$ cat src/rtl/calc_pkg.sv
// Shared types and constants for the parametrised two-key binary calculator.
package calc_pkg;

    // Pending arithmetic operation
    typedef enum logic [1:0] {
        NONE = 2'd0,
        ADD  = 2'd1,
        SUB  = 2'd2
    } op_t;

    // Calculator control states
    typedef enum logic [2:0] {
        A_ENTRY = 3'd0,
        OP_WAIT = 3'd1,
        B_ENTRY = 3'd2,
        RESULT  = 3'd3,
        ERR     = 3'd4
    } state_t;

    // Segment patterns {dp,a,b,c,d,e,f,g}, active high
    localparam logic [7:0] SEG_ZERO  = 8'b0111_1110;
    localparam logic [7:0] SEG_ONE   = 8'b0011_0000;
    localparam logic [7:0] SEG_E     = 8'b0100_1111;
    localparam logic [7:0] SEG_BLANK = 8'b0000_0000;

    // Key indices; a higher index wins when presses coincide
    localparam int KEY_NUM0  = 0;
    localparam int KEY_NUM1  = 1;
    localparam int KEY_MINUS = 2;
    localparam int KEY_PLUS  = 3;
    localparam int KEY_EQUAL = 4;
    localparam int NUM_KEYS  = 5;

    // Digits are entered MSB-first, so after cnt digits bits [width-1 : width-cnt] are valid
    function automatic logic digit_entered(input int idx, input int cnt, input int width);
        return idx >= (width - cnt);
    endfunction

endpackage

$ cat src/rtl/key_debounce.sv
// Key conditioner: two-flop synchroniser followed by a stability counter.
// Emits a single-cycle press pulse on the DEB_CYCLES-th consecutive high cycle;
// the key must drop low before another pulse can be produced.
module key_debounce #(
    parameter int DEB_CYCLES = 8000000
) (
    input  logic clk,
    input  logic reset,
    input  logic key_in,
    output logic press
);

    localparam int CW = $clog2(DEB_CYCLES + 1);

    logic          sync1_q;
    logic          sync2_q;
    logic [CW-1:0] cnt_q;
    logic          press_q;

    // Synchronise, count the stable-high run (saturating), pulse exactly once per run
    always_ff @(posedge clk) begin
        if (reset) begin
            sync1_q <= 1'b0;
            sync2_q <= 1'b0;
            cnt_q   <= '0;
            press_q <= 1'b0;
        end else begin
            sync1_q <= key_in;
            sync2_q <= sync1_q;
            if (!sync2_q) begin
                cnt_q <= '0;
            end else if (cnt_q != CW'(DEB_CYCLES)) begin
                cnt_q <= cnt_q + CW'(1);
            end
            press_q <= sync2_q && (cnt_q == CW'(DEB_CYCLES - 1));
        end
    end

    assign press = press_q;

endmodule

$ cat src/rtl/calc_core_param.sv
// Parametrised binary calculator: W-bit operands entered MSB-first with two
// debounced keys, added or subtracted, shown on a 2*W digit multiplexed display.
// Build option: define CALC_CHAIN_EN to let plus/minus in RESULT chain the
// result into a new calculation as operand a.
module calc_core_param
    import calc_pkg::*;
#(
    parameter int W          = 4,
    parameter int DEB_CYCLES = 8000000,
    parameter int SCAN_DIV   = 8192
) (
    input  logic           clk,
    input  logic           reset,
    input  logic           num_0,
    input  logic           num_1,
    input  logic           plus,
    input  logic           minus,
    input  logic           equal,
    output logic [7:0]     seg,
    output logic [2*W-1:0] digit_en,
    output logic           error,
    output logic           busy
);

    localparam int CW = $clog2(W + 1);
    localparam int PW = $clog2(2 * W);
    localparam int DW = (SCAN_DIV > 1) ? $clog2(SCAN_DIV) : 1;
    localparam logic [W-1:0]   MSB_MASK  = {1'b1, {(W-1){1'b0}}};
    localparam logic [W-1:0]   LSB_ONE   = {{(W-1){1'b0}}, 1'b1};
    localparam logic [2*W-1:0] DIGIT_ONE = {{(2*W-1){1'b0}}, 1'b1};

    // ---------------- key conditioning ----------------
    logic [NUM_KEYS-1:0] keys_raw;
    logic [NUM_KEYS-1:0] press_w;
    logic [NUM_KEYS-1:0] key_sel;

    assign keys_raw[KEY_NUM0]  = num_0;
    assign keys_raw[KEY_NUM1]  = num_1;
    assign keys_raw[KEY_MINUS] = minus;
    assign keys_raw[KEY_PLUS]  = plus;
    assign keys_raw[KEY_EQUAL] = equal;

    genvar gi;
    generate
        for (gi = 0; gi < NUM_KEYS; gi++) begin : g_key
            key_debounce #(.DEB_CYCLES(DEB_CYCLES)) u_deb (
                .clk    (clk),
                .reset  (reset),
                .key_in (keys_raw[gi]),
                .press  (press_w[gi])
            );
        end
    endgenerate

    // Keep only the highest-priority press when several coincide
    always_comb begin
        key_sel = '0;
        if (press_w[KEY_EQUAL])      key_sel[KEY_EQUAL] = 1'b1;
        else if (press_w[KEY_PLUS])  key_sel[KEY_PLUS]  = 1'b1;
        else if (press_w[KEY_MINUS]) key_sel[KEY_MINUS] = 1'b1;
        else if (press_w[KEY_NUM1])  key_sel[KEY_NUM1]  = 1'b1;
        else if (press_w[KEY_NUM0])  key_sel[KEY_NUM0]  = 1'b1;
    end

    logic num_press;
    logic num_bit;
    assign num_press = key_sel[KEY_NUM0] | key_sel[KEY_NUM1];
    assign num_bit   = key_sel[KEY_NUM1];

    // ---------------- calculator state ----------------
    state_t        state_q, state_d;
    op_t           op_q, op_d;
    logic [W-1:0]  a_q, a_d;
    logic [W-1:0]  b_q, b_d;
    logic [W-1:0]  r_q, r_d;
    logic [CW-1:0] cnt_q, cnt_d;
    logic [W-1:0]  entry_mask;
    logic [W:0]    sum;

    assign entry_mask = MSB_MASK >> cnt_q;
    assign sum        = {1'b0, a_q} + {1'b0, b_q};

    // Next-state logic for operand entry, operator selection and evaluation
    always_comb begin
        state_d = state_q;
        op_d    = op_q;
        a_d     = a_q;
        b_d     = b_q;
        r_d     = r_q;
        cnt_d   = cnt_q;
        case (state_q)
            A_ENTRY: begin
                if (num_press) begin
                    a_d = num_bit ? (a_q | entry_mask) : (a_q & ~entry_mask);
                    if (cnt_q == CW'(W - 1)) begin
                        cnt_d   = '0;
                        state_d = OP_WAIT;
                    end else begin
                        cnt_d = cnt_q + CW'(1);
                    end
                end
            end
            OP_WAIT: begin
                if (key_sel[KEY_PLUS]) begin
                    op_d    = ADD;
                    state_d = B_ENTRY;
                end else if (key_sel[KEY_MINUS]) begin
                    op_d    = SUB;
                    state_d = B_ENTRY;
                end
            end
            B_ENTRY: begin
                if (num_press) begin
                    // extra digits after b is complete are dropped
                    if (cnt_q != CW'(W)) begin
                        b_d   = num_bit ? (b_q | entry_mask) : (b_q & ~entry_mask);
                        cnt_d = cnt_q + CW'(1);
                    end
                end else if (key_sel[KEY_PLUS]) begin
                    op_d = ADD;
                end else if (key_sel[KEY_MINUS]) begin
                    op_d = SUB;
                end else if (key_sel[KEY_EQUAL] && (cnt_q == CW'(W))) begin
                    if (op_q == SUB) begin
                        if (a_q < b_q) begin
                            state_d = ERR;
                        end else begin
                            r_d     = a_q - b_q;
                            state_d = RESULT;
                        end
                    end else begin
                        if (sum[W]) begin
                            state_d = ERR;
                        end else begin
                            r_d     = sum[W-1:0];
                            state_d = RESULT;
                        end
                    end
                end
            end
            RESULT, ERR: begin
                if (num_press) begin
                    // the pressed digit becomes the first digit of a new operand a
                    a_d     = num_bit ? MSB_MASK : '0;
                    b_d     = '0;
                    op_d    = NONE;
                    cnt_d   = CW'(1);
                    state_d = A_ENTRY;
                end
`ifdef CALC_CHAIN_EN
                else if ((state_q == RESULT) && (key_sel[KEY_PLUS] || key_sel[KEY_MINUS])) begin
                    a_d     = r_q;
                    b_d     = '0;
                    cnt_d   = '0;
                    op_d    = key_sel[KEY_PLUS] ? ADD : SUB;
                    state_d = B_ENTRY;
                end
`endif
            end
            default: begin
                state_d = A_ENTRY;
            end
        endcase
    end

    // Calculator registers
    always_ff @(posedge clk) begin
        if (reset) begin
            state_q <= A_ENTRY;
            op_q    <= NONE;
            a_q     <= '0;
            b_q     <= '0;
            r_q     <= '0;
            cnt_q   <= '0;
        end else begin
            state_q <= state_d;
            op_q    <= op_d;
            a_q     <= a_d;
            b_q     <= b_d;
            r_q     <= r_d;
            cnt_q   <= cnt_d;
        end
    end

    assign error = (state_q == ERR);
    assign busy  = ((state_q == A_ENTRY) || (state_q == B_ENTRY)) &&
                   (cnt_q != '0) && (cnt_q != CW'(W));

    // ---------------- display ----------------
    logic [DW-1:0]  div_q;
    logic [PW-1:0]  pos_q;
    logic [7:0]     seg_q, seg_d;
    logic [2*W-1:0] digit_en_q, digit_en_d;

    // Scan position advances one digit every SCAN_DIV cycles, LSB to MSB, wrapping
    always_ff @(posedge clk) begin
        if (reset) begin
            div_q <= '0;
            pos_q <= '0;
        end else if (div_q == DW'(SCAN_DIV - 1)) begin
            div_q <= '0;
            pos_q <= (pos_q == PW'(2 * W - 1)) ? '0 : pos_q + PW'(1);
        end else begin
            div_q <= div_q + DW'(1);
        end
    end

    logic          left_half;
    logic [PW-1:0] idx;
    logic [W-1:0]  shown;
    logic          vis;
    logic          bitv;
    logic          dp;

    // Pattern and enable for the digit currently being scanned
    always_comb begin
        left_half = (pos_q >= PW'(W));
        idx       = left_half ? (pos_q - PW'(W)) : pos_q;
        if (left_half) begin
            shown = (state_q == RESULT) ? r_q : a_q;
            vis   = (state_q != A_ENTRY) || digit_entered(int'(idx), int'(cnt_q), W);
        end else begin
            shown = b_q;
            vis   = (state_q == B_ENTRY) && digit_entered(int'(idx), int'(cnt_q), W);
        end
        bitv = |(shown & (LSB_ONE << idx));
        dp   = ((op_q == ADD) && (pos_q == PW'(W))) || ((op_q == SUB) && (pos_q == '0));
        seg_d      = SEG_BLANK;
        digit_en_d = '0;
        if (state_q == ERR) begin
            seg_d      = SEG_E;
            digit_en_d = DIGIT_ONE << pos_q;
        end else if (vis) begin
            seg_d      = (bitv ? SEG_ONE : SEG_ZERO) | {dp, 7'b000_0000};
            digit_en_d = DIGIT_ONE << pos_q;
        end
    end

    // Segment and enable outputs are registered together so they switch on the same edge
    always_ff @(posedge clk) begin
        if (reset) begin
            seg_q      <= SEG_BLANK;
            digit_en_q <= '0;
        end else begin
            seg_q      <= seg_d;
            digit_en_q <= digit_en_d;
        end
    end

    assign seg      = seg_q;
    assign digit_en = digit_en_q;

endmodule

$ cat config.mk
export PLATFORM = sky130hd
export DESIGN_NAME = calc_core_param
export DESIGN_NICKNAME = d
export VERILOG_FILES = /design/src/rtl/calc_pkg.sv /design/src/rtl/key_debounce.sv /design/src/rtl/calc_core_param.sv
export SDC_FILE = /design/constraint.sdc
export NUM_CORES = 1
export LEC_CHECK = 0
export ABC_AREA = 1
export CAP_MARGIN = 20
export CELL_PAD_IN_SITES_DETAIL_PLACEMENT = 0
export CELL_PAD_IN_SITES_GLOBAL_PLACEMENT = 1
export CORE_ASPECT_RATIO = 2
export CORE_UTILIZATION = 41
export CTS_CLUSTER_DIAMETER = 60
export CTS_CLUSTER_SIZE = 30
export DETAILED_ROUTE_END_ITERATION = 7
export PLACE_DENSITY = 0.84
export SLEW_MARGIN = 20
export SYNTH_ARGS = -nofsm -noshare
export SYNTH_HDL_FRONTEND = slang
export SYNTH_SLANG_ARGS = --single-unit
$ cat constraint.sdc
create_clock -name clk -period 1.8 [get_ports clk]
set_clock_uncertainty 0.05 [all_clocks]
set_input_delay 0.18 -clock clk [delete_from_list [all_inputs] [get_ports clk]]
set_output_delay 0.18 -clock clk [all_outputs]
set_load 0.01 [all_outputs]
==> results of run 1 <==
-- metal layers --
layer / share of wire [%] / up-vias / global-route usage, %
li1: - / 4687 / -
met1: 36 / 4134 / 19.5
met2: 57 / 112 / 43.1
met3: 2.0 / 67 / 4.02
met4: 4.6 / 0 / 12.8
met5: 0 / - / 0
-- cells in the final DEF (no fill, tap or decap), drive strengths merged, types with 7 or more instances in the layout --
cell           synthesis  routed
a21oi                111     111
buf                   14      66
clkbuf                 9      18
clkdlybuf4s50          0      22
dfxtp                178     178
ha                    36      36
inv                  214     216
nand2                300     300
nand3                 97      97
nand3b                 7       7
nand4                 43      43
nor2                 218     218
nor3                  55      55
o21ai                 74      74
-- area by class of cell --
class                   instances  area share [%]
clock buffers                  18            3.93
clock inverters                13            1.43
inverters                     215            7.23
multi-input cells             986            45.6
flip-flops and latches        178            32.1
well taps                     276            3.09
repair buffers                 89            6.64
-- logic make-up (layout without fill, tap and decap cells) --
family / count (synthesis) / count (layout)
buffers and inverters: 238 / 335
xor gates and xnor gates: 8 / 8
and+or+nand+nor: 733 / 733
other: 1 / 1
adders and majority gates: 38 / 38
AOI/OAI and AO/OA: 206 / 206
DFF: 178 / 178
-- timing repair --
action	4_1_cts	5_1_grt
endpoints found under the setup margin	20	51
resized for setup	30	46
buffers inserted	2	3
pin swaps	8	13
-- worst max-delay path, cell delays in order (launching register included) --
cell	delay, ns
dfxtp_4	0.37
ha_4	0.13
inv_1	0.04
fa_1	0.36
nand3b_1	0.18
nand2_1	0.09
nand2_2	0.07
nand3_2	0.09
buf_6	0.12
nand2_1	0.04
nor2_1	0.11
nor2_1	0.05
-- power by group --
group          internal, mW  total [mW]  switching (mW)
registers              3.95        3.97          0.0109
clock network          2.21        3.86            1.65
logic                0.0527       0.136          0.0830
-- flip-flops by register name, indices dropped and copies added, names as in the netlist, 4 cells and up, named ones only --
signal,count
b_q,4
digit_en,8
r_q,4
seg,4
g_key.u_deb.sync2_q,5
g_key.u_deb.press,5
g_key.u_deb.cnt_q,115
div_q,13
g_key.u_deb.sync1_q,5
-- path summary, 6_finish.rpt --
check	startpoint	to	slack [ns]	cells after the start
worst max-delay path	a_q[0]	state_q[1]	-0.03	11
worst min-delay path	minus	g_key[2].u_deb.sync1_q	0.19	3
worst max register to register	a_q[0]	state_q[1]	-0.03	11
worst min register to register	g_key[4].u_deb.sync1_q	g_key[4].u_deb.sync2_q	0.36	2
-- per-stage QoR --
| step | TNS, ns | std cells |
|---|---|---|
| floorplan | 0 | 1402 |
| global placement | -0.447 | 1739 |
| detailed placement | -1.31 | 1739 |
| CTS | -0.0786 | 1772 |
| global route | -0.628 | 1775 |
| finish | -0.0690 | 1775 |
==> impl_summary.md, run 1 <==
Placement
The worst slack after detailed placement is -0.118 ns. The cell area reported after detailed placement is 0.0103 sq mm. Input and output buffers added on the ports amount to 24.

The congestion estimate from routability-driven global placement came to 0.885. The detailed placer's ending HPWL is 18.7 mm.

Synthesis
The post-synthesis async set-or-reset flop share is 0%. After synthesis, the cell types taking the most area are dfxtp_1 (38%), nand2_1 (12%), inv_1 (8.4%), nor2_1 (8.4%), a21oi_1 (5.9%). Each instance of the synthesized netlist takes up on average 6.69 sq um. The total nets after synthesis is 1447.

The part of the Yosys area used for sequential elements is 38.0%. The parity-gate share of the synthesized area counting xor and xnor cells is 0.747%. The post-synthesis adder-cell area fraction is 5.23%.

The portion of netlist area occupied by mux cells is 0%. The combined area of all synthesized cells is 0.00937 sq mm. The number of distinct standard cells referenced by the synthesized netlist is 46. Among all flip-flop cells after synthesis, the most frequent one is dfxtp_1. By count the netlist is led by nand2_1 (293), inv_1 (211), nor2_1 (210).

The count of synthesis-stage warnings from yosys is 0. Summing the areas of all compound-gate instances in the mapped netlist gives 11.8% of the synthesized area. In this run, synthesis inferred 0 flip-flops with an integrated enable. Counting every instance in the synthesized netlist gives 1402.

The number of storage elements in the synthesis netlist is 178. The synthesized design devotes to its leading area cell type 38.0% of total area. By area, the combinational part of the netlist is dominated by simple AND/OR/NAND/NOR gates.

The post-synthesis share of cell area spent on and, or, nand and nor gates is 34.3%. Among all cell types in the netlist, the one instantiated most often is nand2_1. The cell type with the highest aggregate area in the netlist is dfxtp_1.

Global route
The largest net degree at the start of global routing is 29. For this run the aggregate overflow at the end of global routing stands at 0. The global routing usage summed across all routing layers is 21.9%. The number of global-route vias before repair is 8956. The first global-routing pass estimated 40.1 mm of wire. The initial antenna violation count came to 0.

Layout
The area of combinational cells with multiple inputs is 0.00509 sq mm. The post-route core utilization is 50.2%. The number of antenna diodes in the final layout is 0. From synthesis to final layout, the design area changed by 19.1%.

The final instance area is 0.0112 sq mm. Counting the fill cells in the layout gives 2250. The proportion of layout cells with a drive suffix above 1 is 12.0%. The sequential cells in the finished layout cover a total of 0.00358 sq mm. At the end of the flow, the number of nets in the layout was 1532.

Critical path
The critical setup path kind is register to register. The highest fanout seen on the critical path is 3. The critical path required time is 2.10 ns. The category of the worst setup path capture point is a register. The critical path startpoint category is a register. The data arrival time at the worst-slack endpoint is 2.12 ns.

Drt
After the first detailed-routing iteration, the DRC count stood at 442. Summed over all layers, the routed wires come to 24.0 mm. The post-detailed-route DRC marker count is 0. After detailed routing, the number of vias per cell comes to 5.07.

The number of iterations in the first detailed-routing pass is 5. Summing over every cut layer, the via total after detailed routing is 9000. The average routed wire per standard cell is 13.5 um.

The detail route stage leaves a number of antenna-violating nets equal to 0.

Status
The final reports fail on setup timing. The flow ran to the end, but the final reports show violations.

Power
The static leakage power is 4.21 nW. Dividing total power by cell area gives a power density of 713 mW/mm^2. The peak ir drop on the vdd network is 1.15 mV. The design draws 7.96 mW.

Clock tree
The largest buffer count on any clock path is 2. TritonCTS built the clock tree. Hold repair after CTS inserted 0 buffers. The number of clock buffers added by TritonCTS is 17. The clock root buffer is clkbuf_16. CTS saw 178 sinks. The clock latency at the later pin of the worst-skew pair is 0.45 ns.

After clock tree synthesis, the clock-pin slew on the worst setup and hold paths is 0.07 ns. CTS built an H-tree with a depth of 4.

Timing
Setup repair after global routing could not meet its margin everywhere. The setup-violating endpoint count in the final report is 4. The final critical-path share of the clock period is 102%. The final count of hold timing violations is 0. Across all setup checks in the final design, the least slack found is -0.0283 ns. The number of slew-limit violations in the final report is 0. Derived from the worst setup path, the maximum achievable clock frequency is 0.547 GHz. The worst hold slack is 0.185 ns. Counting I/O delays and the setup requirement, the final critical path takes 1.83 ns.

Die
The horizontal die dimension is 109 um. From bottom edge to top edge, the die measures 216 um. The number of core rows is 77. The die covers 0.0235 sq mm. For this configuration, the core starts out at a cell density of 42.1%.

The I/O pin count is 25. The floorplan step defined a core boundary enclosing 0.0223 sq mm.

Job
The tool flagged a number of max-cap violations equal to 0.

Min path
The worst hold path belongs to the class primary input to register.
(Power assumes the default switching activity.)
==> run 2: changes to the inputs <==
--- a/config.mk
+++ b/config.mk
@@ -6,11 +6,12 @@
 export NUM_CORES = 1
 export LEC_CHECK = 0
 export ABC_AREA = 1
-export CAP_MARGIN = 20
+export CAP_MARGIN = 10
 export CELL_PAD_IN_SITES_DETAIL_PLACEMENT = 0
-export CELL_PAD_IN_SITES_GLOBAL_PLACEMENT = 1
+export CELL_PAD_IN_SITES_GLOBAL_PLACEMENT = 2
 export CORE_ASPECT_RATIO = 2
-export CORE_UTILIZATION = 41
+export CORE_MARGIN = 8
+export CORE_UTILIZATION = 32
 export CTS_CLUSTER_DIAMETER = 60
 export CTS_CLUSTER_SIZE = 30
 export DETAILED_ROUTE_END_ITERATION = 7
==> run 2 against run 1 <==
Sequential power hardly changed. Die area is 50% higher. Count of clock-buffer cells in the layout is 1 higher. Final cell count is 6.3% higher. Clock power is 1% lower. Cell area is 3.2% higher. Largest power group unchanged. Global-route usage is 6.7 points lower. Total power is 0.42% lower. Combinational power is 9% higher. First-iteration DRC count is 21% lower. Critical path depth is 5 lower. The flow still finishes with violations (setup timing). Flip-flop and latch count stayed put.
==> impl_summary.md, run 2 (synthesis results as in run 1) <==
Status
Outcome: finished with violations (unchanged). Violations in the final reports: setup timing (unchanged).

Critical path
The category of the worst setup path capture point is an output port (was register). The critical path required time is 1.57 ns (was 2.10 ns). The data arrival time at the worst-slack endpoint is 1.63 ns (was 2.12 ns). The critical path startpoint category is a register (unchanged). The critical setup path kind was register to output port (was register to register). The highest fanout seen on the critical path is 2 (was 3).

The beginning of the worst register-to-register path is a_q[0] (unchanged). The worst setup path startpoint is cnt_q[0] (was a_q[0]).

Drt
The average routed wire per standard cell came to 13.7 um (was 13.5 um). The DRC marker count from the first detailed-route iteration is 349 (was 442). The number of iterations in the first detailed-routing pass is 5 (unchanged).

The post-detailed-route DRC marker count came to 0 (unchanged). The post-detailed-route via-to-cell ratio is 4.76 (was 5.07). The via count of the routed design is 8978 (was 9000). The final wirelength came to 25.8 mm (was 24.0 mm). The count of nets left with antenna violations after detail routing is 0 (unchanged).

Power
The final total power came to 7.93 mW (was 7.96 mW). The power per cell area was 688 mW/mm^2 (was 713 mW/mm^2). The peak ir drop on the vdd network is 0.656 mV (was 1.15 mV).

The static leakage power is 4.36 nW (was 4.21 nW).

Global route
The global-route congestion overflow total is 0 (unchanged). The global routing usage summed across all routing layers is 15.2% (was 21.9%). The initial antenna violation count is 0 (unchanged).

The largest net degree at the start of global routing is 17 (was 29). The wire length of the first global-routing pass was 42.6 mm (was 40.1 mm). The number of global-route vias before repair is 9013 (was 8956).

Layout
The final instance area is 0.0115 sq mm (was 0.0112 sq mm). The most frequent standard cell in the layout excluding fill and tap cells is nand2_1 (unchanged). The proportion of layout cells with a drive suffix above 1 is 14.2% (was 12.0%). The most flop-heavy register was g_key.u_deb.cnt_q (unchanged). The number of nets in the layout was 1558 (was 1532). The storage element area is 0.00359 sq mm (was 0.00358 sq mm). The number of fill cells is 3168 (was 2250). The post-route core utilization is 40.0% (was 50.2%). The area overhead of the layout relative to synthesis came to 23.0% (was 19.1%). Leading cell types in the layout, fill and taps excluded: nand2_1 (282), inv_1 (206), nor2_1 (198), dfxtp_1 (162), a21oi_1 (109) (was nand2_1 (287), inv_1 (206), nor2_1 (201), dfxtp_1 (166), a21oi_1 (108)). The number of flip-flops in the largest register was 115 (unchanged). The number of antenna diodes came to 0 (unchanged).

The area of combinational cells with multiple inputs is 0.00512 sq mm (was 0.00509 sq mm).

Clock tree
The clock root buffer is clkbuf_16 (unchanged). The hold buffer count at CTS was 0 (unchanged). The count of clock tree sinks was 178 (unchanged). The clock tree from TritonCTS is built (unchanged). The register clock-pin slew on the reported worst setup and hold paths is 0.07 ns (about the same). The number of H-tree branching levels is 4 (unchanged). The largest buffer count on any clock path is 2 (unchanged).

The clock latency at the later pin of the worst-skew pair is 0.45 ns (about the same). The number of clock buffers inserted by TritonCTS was 17 (unchanged).

Placement
The cell area reported after detailed placement is 0.0106 sq mm (was 0.0103 sq mm). The detailed placer's ending HPWL is 20.7 mm (was 18.7 mm). The weighted congestion at the end of routability-driven global placement was 0.816 (was 0.885). The number of port buffers is 24 (unchanged).

Timing
The final critical-path share of the clock period is 103% (was 102%). Setup repair after global routing missed its margin: yes (unchanged). The shortest period the worst path allows is 1.86 ns (was 1.83 ns).

The setup-violating endpoint count in the final report was 2 (was 4). The number of slew-limit violations in the final report came to 0 (unchanged). The timing-limited maximum frequency came to 0.539 GHz (was 0.547 GHz). The final count of hold timing violations is 0 (unchanged). The aggregate negative setup slack came to -0.0694 ns (was -0.0690 ns). The worst hold slack is 0.215 ns (was 0.185 ns). The minimum setup slack in the final design came to -0.0570 ns (was -0.0283 ns).

Die
The placeable core region is 0.0288 sq mm (was 0.0223 sq mm). The I/O pin count is 25 (unchanged). The initial core utilization came to 32.5% (was 42.1%). The horizontal die dimension was 137 um (was 109 um).

The overall die area is 0.0354 sq mm (was 0.0235 sq mm). The number of core rows came to 88 (was 77). The vertical extent of the die is 258 um (was 216 um).

Job
The count of maximum capacitance violations came to 0 (unchanged).

Min path
The type of the most critical hold path was primary input to register (unchanged). The launch instance of the worst min-delay path is minus (unchanged).
[run 2: cell types whose count changed in the layout (fill, tap and decap cells not counted), moves of 2 or more]
| cell | change |
|---|---|
| a21boi_0 | +3 |
| a21boi_2 | -2 |
| buf_12 | +2 |
| buf_4 | +24 |
| clkinv_4 | +2 |
| clkinvlp_4 | -3 |
| dfxtp_1 | -4 |
| dfxtp_2 | +3 |
| inv_6 | +2 |
| nand2_1 | -5 |
| nand2_2 | +5 |
| nor2_1 | -3 |
| nor2_2 | +2 |
[run 2: final cells by class]
type	count	area share (%)
clock inverters	13	1.29
repair buffers	115	8.40
flip-flops and latches	178	31.1
clock buffers	19	3.84
inverters	215	7.00
multi-input cells	986	44.4
well taps	360	3.91
[run 2: critical path, stage by stage, from the launching register on]
cell and delay (ns):
dfxtp_2 0.34, inv_2 0.05, ha_4 0.17, ha_4 0.16, nor4_4 0.21, buf_4 0.16, buf_6 0.09
[run 2: timing repair]
item	in CTS	in global routing
pin swaps	10	23
endpoints found under the setup margin	17	36
buffers inserted	1	9
gates cloned	0	0
gates resized for setup	42	48
[run 2: metal layers]
layer | wire length [um] | global-route usage [%] | share of wire (%) | up-vias
li1 | - | - | - | 4727
met1 | 9080 | 13.1 | 35 | 4092
met2 | 15000 | 30.8 | 58 | 106
met3 | 602 | 2.64 | 2.3 | 53
met4 | 1130 | 8.38 | 4.4 | 0
met5 | 0 | 0 | 0 | -
[run 2: per-stage QoR]
step	setup WS, ns	instances
2_1_floorplan	0.0633	1402
3_5_place_dp	-0.250	1844
3_3_place_gp	-0.280	1844
4_1_cts	-0.103	1877
6_report	-0.0570	1886
5_1_grt	-0.143	1886
[run 2: final timing paths]
kind	endpoint	slack, ns	depth (start not counted)
worst min register to register	g_key[1].u_deb.sync2_q	0.36	2
worst max register to register	r_q[1]	-0.01	9
worst max-delay path	busy	-0.06	6
worst min-delay path	g_key[2].u_deb.sync1_q	0.22	3
[run 2: power breakdown]
group	switching, mW	total (mW)	leakage (nW)	internal, mW
clock	1.71	3.82	0.287	2.11
sequential	0.00968	3.96	1.44	3.95
combinational	0.0873	0.148	2.63	0.0602
